===== config.mk =====
export PLATFORM = sky130hd
export DESIGN_NAME = instruction_fetch_unit
export DESIGN_NICKNAME = d
export VERILOG_FILES = /design/src/rtl/instruction_fetch_unit.sv
export SDC_FILE = /design/constraint.sdc
export NUM_CORES = 1
export LEC_CHECK = 0
export ABC_AREA = 1
export CORE_UTILIZATION = 45
export CTS_BUF_LIST = sky130_fd_sc_hd__clkbuf_2 sky130_fd_sc_hd__clkbuf_4 sky130_fd_sc_hd__clkbuf_8
export DETAILED_ROUTE_END_ITERATION = 10
export PLACE_DENSITY = 0.88
export SLEW_MARGIN = 10
export SYNTH_ARGS = -nofsm -noshare
export SYNTH_HDL_FRONTEND = slang
export SYNTH_SLANG_ARGS = --single-unit
export TNS_END_PERCENT = 30

===== constraint.sdc =====
create_clock -name clk -period 5.4 [get_ports clk]
set_input_delay 1.08 -clock clk [delete_from_list [all_inputs] [get_ports clk]]
set_output_delay 1.08 -clock clk [all_outputs]
set_load 0.005 [all_outputs]

===== src/rtl/instruction_fetch_unit.sv =====
// Pipeline front end: owns the PC, drives the instruction memory address and
// fills the IF/ID register under branch/flush/stall control until a halt word.
module instruction_fetch_unit #(
    parameter int              ADDR_W     = 16,
    parameter int              DATA_W     = 32,
    parameter int              MEM_DEPTH  = 256,
    parameter logic [15:0]     RESET_PC   = 16'h0001,
    parameter logic [31:0]     HALT_INSTR = 32'hFFFF_FFFF
) (
    input  logic              clk,
    input  logic              rst,
    input  logic              stall,
    input  logic              flush,
    input  logic              branch_taken,
    input  logic [ADDR_W-1:0] branch_target,
    output logic [ADDR_W-1:0] inst_address,
    input  logic [DATA_W-1:0] read_data,
    output logic [DATA_W-1:0] if_id_instr,
    output logic [ADDR_W-1:0] if_id_pc,
    output logic              if_id_valid,
    output logic              halted,
    output logic [15:0]       fetch_count
);

    localparam logic [1:0] ST_IDLE   = 2'd0;
    localparam logic [1:0] ST_RUN    = 2'd1;
    localparam logic [1:0] ST_HALTED = 2'd2;

    // MEM_DEPTH is a power of two, so wrapping is a simple mask.
    localparam logic [ADDR_W-1:0] PC_MASK  = ADDR_W'(MEM_DEPTH - 1);
    localparam logic [ADDR_W-1:0] PC_INIT  = ADDR_W'(RESET_PC);
    localparam logic [DATA_W-1:0] HALT_WORD = DATA_W'(HALT_INSTR);

    logic [1:0]        state_q, state_d;
    logic [ADDR_W-1:0] pc_q, pc_d;
    logic [DATA_W-1:0] instr_q, instr_d;
    logic [ADDR_W-1:0] ifpc_q, ifpc_d;
    logic              valid_q, valid_d;
    logic [15:0]       count_q, count_d;

    always_comb begin
        state_d = state_q;
        pc_d    = pc_q;
        instr_d = instr_q;
        ifpc_d  = ifpc_q;
        valid_d = valid_q;
        count_d = count_q;
        case (state_q)
            ST_IDLE: begin
                state_d = ST_RUN;
            end
            ST_RUN: begin
                if (branch_taken) begin
                    pc_d    = branch_target & PC_MASK;
                    valid_d = 1'b0;
                    instr_d = '0;
                end else if (flush) begin
                    valid_d = 1'b0;
                    instr_d = '0;
                end else if (!stall) begin
                    // read_data is only sampled here, so junk on a blocked cycle never lands.
                    instr_d = read_data;
                    ifpc_d  = pc_q;
                    valid_d = 1'b1;
                    count_d = (count_q == 16'hFFFF) ? count_q : count_q + 16'd1;
                    if (read_data == HALT_WORD) begin
                        state_d = ST_HALTED;
                    end else begin
                        pc_d = (pc_q + ADDR_W'(1)) & PC_MASK;
                    end
                end
            end
            ST_HALTED: begin
                valid_d = 1'b0;
            end
            default: begin
                state_d = ST_IDLE;
            end
        endcase
    end

    always_ff @(posedge clk or posedge rst) begin
        if (rst) begin
            state_q <= ST_IDLE;
            pc_q    <= PC_INIT;
            instr_q <= '0;
            ifpc_q  <= '0;
            valid_q <= 1'b0;
            count_q <= '0;
        end else begin
            state_q <= state_d;
            pc_q    <= pc_d;
            instr_q <= instr_d;
            ifpc_q  <= ifpc_d;
            valid_q <= valid_d;
            count_q <= count_d;
        end
    end

    assign inst_address = pc_q;
    assign if_id_instr  = instr_q;
    assign if_id_pc     = ifpc_q;
    assign if_id_valid  = valid_q;
    assign halted       = (state_q == ST_HALTED);
    assign fetch_count  = count_q;

endmodule


==> impl_metrics.yaml <==
run_status:
  result_of_the_run: "complete, but fails checks"
  violations: "DRC"
timing:
  setup_total_negative_slack_ns: 0
  report.final.hold_viol_count: 0
  fin_skew_ns: 0.01277
  slew_headroom_pct: 63.45
  drv_slew: 0
  share_of_the_cycle_needed_by_the_critical_path_after_routing_pct: 62.87
  layout_min_cycle_time_ns: 3.395
  achievable-frequency_mhz: 294.5
  setup_viol: 0
  postLayoutSetupSlackWorst_ns: 2.005
  unrepaired_setup_endpoints_after_global_routing: "no"
  worst-slew-pin-transition_ns: 0.5482
power:
  share_comb_of_total_power_pct: 23.2
  share_seq_of_total_power_pct: 43.6
  p_int_w: 0.001040
  power_leakage_nw: 2.211
  power_per_cell_area_mw_per_mm2: 293.5
  p_switching_w: 0.0004077
  p_sw_share_pct: 28.16
  clock_power_share_pct: 33.2
  peakVddDrop_uv: 174.5
critical_path:
  critPathMaxFanout: 31
  cp_data_arrival_time_ns: 3.62
  worstSetupStartpointType: "input pin"
  reg2regPathDepth: 10
  cpMaxStageDelayCell: "sky130_fd_sc_hd__clkdlybuf4s50_1"
  criticalPathCategory: "in -> reg"
  crit_path_max_incr_delay_ns: 0.63
  cp_common_cell: "sky130_fd_sc_hd__inv_2"
  worstPathRequired_ns: 5.62
  worst-path-buf-inv: 5
  path_delay_family: "buffers and inverters"
  crit_cells: 10
  timing.critical_path.to_type: "register"
  worstPathCellList: "clkdlybuf4s50_1, nor2_4, inv_2, nor3_4, buf_4, inv_2, a21oi_4, inv_1, nand2_1, o21ai_1"
cts:
  cts.clk_slew.worst_paths_ns: 0.08
  postCtsSetupRepairBufs: 0
  cts_root_buffer: "sky130_fd_sc_hd__clkbuf_8"
  insertion_delay_ns: 0.33
  cts_num_sinks: 67
  cts_tree: "yes"
  htreeDepth: 3
  cts-resized-gates: 0
  cts_hold_repair.buffers: 0
  clk_path_buf_depth: 2
  cts_inserted_buffers: 9
floorplan:
  start_util_pct: 46.29
  floorplan.rows: 32
  floorplan.io_pins: 135
  die_width_um: 90.93
  dieArea_mm2: 0.008267
  fp.dieH_um: 90.93
  core_area_mm2: 0.007687
logic_synthesis:
  synth_area_mm2: 0.003558
  yosys_register_bits: 67
  synth.cells.most_frequent: "sky130_fd_sc_hd__nand2_1 (165), sky130_fd_sc_hd__dfrtp_1 (66), sky130_fd_sc_hd__inv_1 (56)"
  netlist_top_cells_area: "sky130_fd_sc_hd__dfrtp_1 (46%), sky130_fd_sc_hd__nand2_1 (17%), sky130_fd_sc_hd__o21ai_0 (6.9%), sky130_fd_sc_hd__inv_1 (5.9%), sky130_fd_sc_hd__nand3_1 (4.4%)"
  netlist_instances: 473
  yosysTopAreaCellShare_pct: 46.41
  cell_taking_the_most_area_after_synthesis: "sky130_fd_sc_hd__dfrtp_1"
  synth_top_flop_cell: "sky130_fd_sc_hd__dfrtp_1"
  yosysSeqAreaShare_pct: 47.15
  synthDistinctLibCells: 25
  synthesis_warnings: 0
  asyncSetResetFlopFracSynth_pct: 100.0
  synthMostInstantiatedCell: "sky130_fd_sc_hd__nand2_1"
  syn_area_per_cell_um2: 7.523
  synth_edf_count: 0
placed_design:
  dp_slack_ns: 1.653
  buffer_ports.inserted: 110
  gp_routability_congestion: 0.8612
  hpwlAfterDp_um: 6512
route:
  drt-wirelength-per-cell_um: 12.70
  drt-total-wl_um: 8804
  firstDrtPassIters: 7
  drt_iter0_drc: 170
  vias_per_cell: 4.880
  routed-via-count: 3382
  route.detailed.drc: 1
  antenna_violating_nets_left: 0
global_routing:
  number_of_antenna_violations_at_the_first_check_in_global_routing: 0
  grt_start_max_net_pins: 43
  grt_usage_pct: 22.43
  grt_first_pass_wirelength_um: 14970
  grt-ovfl-total: 0
  grt_pass1_vias: 3276
min_path:
  worst_hold_path.num_cells: 2
  min_path_type: "reg -> reg"
finish:
  layout.nets: 645
  layout-drive-gt1-share_pct: 4.738
  insertedDiodeCount: 0
  layout-area-overhead-vs-synth_pct: 38.64
run:
  cap_violations: 0
## final cells by class
cell class	instances	area, um2
timing repair buffer	113	1124
multi-input combinational	336	1551
fill	656	2754
tap	102	127.6
sequential	67	1678
clock buffer	12	158.9
clock inverter	4	72.57
inverter	59	221.5
## worst reg2reg max path: stages (launching register included)
cell and delay, ns:
sky130_fd_sc_hd__dfrtp_1 0.40, sky130_fd_sc_hd__inv_1 0.13, sky130_fd_sc_hd__ha_1 0.30, sky130_fd_sc_hd__inv_1 0.16, sky130_fd_sc_hd__nor3_4 0.19, sky130_fd_sc_hd__buf_4 0.33, sky130_fd_sc_hd__inv_2 0.19, sky130_fd_sc_hd__a21oi_4 0.48
sky130_fd_sc_hd__inv_1 0.24, sky130_fd_sc_hd__nand2_1 0.11, sky130_fd_sc_hd__o21ai_1 0.06
## state kept, by name, indices dropped and copies added, names as in the netlist
name and count:
fetch_count 16, state_q 2, if_id_pc 8, if_id_instr 32, if_id_valid 1, inst_address 8
## cells in the final DEF (no fill, tap or decap)
cell type / n
sky130_fd_sc_hd__dfstp_2: 1
sky130_fd_sc_hd__a21oi_2: 1
sky130_fd_sc_hd__ha_1: 6
sky130_fd_sc_hd__nand3_1: 31
sky130_fd_sc_hd__xor2_1: 5
sky130_fd_sc_hd__o21ai_0: 49
sky130_fd_sc_hd__nand3b_1: 1
sky130_fd_sc_hd__clkinv_2: 1
sky130_fd_sc_hd__inv_1: 55
sky130_fd_sc_hd__buf_4: 3
sky130_fd_sc_hd__nor3_4: 1
sky130_fd_sc_hd__nor3_1: 5
sky130_fd_sc_hd__bufinv_16: 2
sky130_fd_sc_hd__dfrtp_1: 66
sky130_fd_sc_hd__clkdlybuf4s50_1: 110
sky130_fd_sc_hd__clkinvlp_4: 1
sky130_fd_sc_hd__a21oi_4: 1
sky130_fd_sc_hd__clkbuf_8: 11
sky130_fd_sc_hd__nor2_1: 32
sky130_fd_sc_hd__o21ai_1: 1
sky130_fd_sc_hd__a31oi_1: 1
sky130_fd_sc_hd__xnor2_1: 6
sky130_fd_sc_hd__a21oi_1: 3
sky130_fd_sc_hd__conb_1: 16
sky130_fd_sc_hd__clkbuf_4: 1
sky130_fd_sc_hd__nor2_4: 1
sky130_fd_sc_hd__inv_2: 4
sky130_fd_sc_hd__nand2_1: 165
sky130_fd_sc_hd__nand4_1: 11
## logic make-up after synthesis
| logic type | count (synthesis) | share of synthesized area, % |
|---|---|---|
| AOI/OAI and AO/OA | 56 | 8.333 |
| xor gates and xnor gates | 11 | 2.707 |
| adders and majority gates | 6 | 2.110 |
| buffers and inverters | 85 | 10.83 |
| DFF | 67 | 47.15 |
| other | 1 | 0.1054 |
| and+or+nand+nor | 247 | 28.76 |
## per-layer routing
metal	up-vias	share of wire (%)	routed length (um)	GRT usage [%]
met5	-	0	0	0
met2	121	50	4445	38.76
li1	1681	-	-	-
met1	1572	44	3850	28.62
met3	8	4.9	432	4.125
met4	0	0.86	76	6.481
## worst paths after layout
path	from	to	slack (ns)
min in group asynchronous	rst	fetch_count[7]	1.10
min reg2reg	if_id_pc[2]	if_id_pc[2]	0.48
max	branch_taken	fetch_count[5]	2.00
min	if_id_pc[2]	if_id_pc[2]	0.48
max reg2reg	state_q[1]	fetch_count[5]	2.71
max in group asynchronous	rst	inst_address[0]	3.33
## metrics by stage
stage	utilization (%)	power (W)	hold slack (ns)	instance area (um2)	cells
2_1_floorplan	-	0.0007743	0.4654	3615	488
3_3_place_gp	61.17	0.0009605	0.4581	4702	677
3_5_place_dp	61.17	0.0009762	0.4631	4702	677
4_1_cts	64.18	0.001459	0.4806	4933	693
5_1_grt	64.18	0.001536	0.5029	4933	693
6_report	64.18	0.001448	0.4780	4933	693
## power groups by stage
| stage | Sequential [W] | Clock (W) | Combinational (W) |
|---|---|---|---|
| after floorplan | 0.000632 | 0 | 0.000142 |
| after global placement | 0.000635 | 0 | 0.000325 |
| after detailed placement | 0.000640 | 0 | 0.000337 |
| after CTS | 0.000630 | 0.000491 | 0.000338 |
| after global routing | 0.000642 | 0.000519 | 0.000375 |
| final | 0.000631 | 0.000481 | 0.000336 |
(Power assumes the default switching activity.)
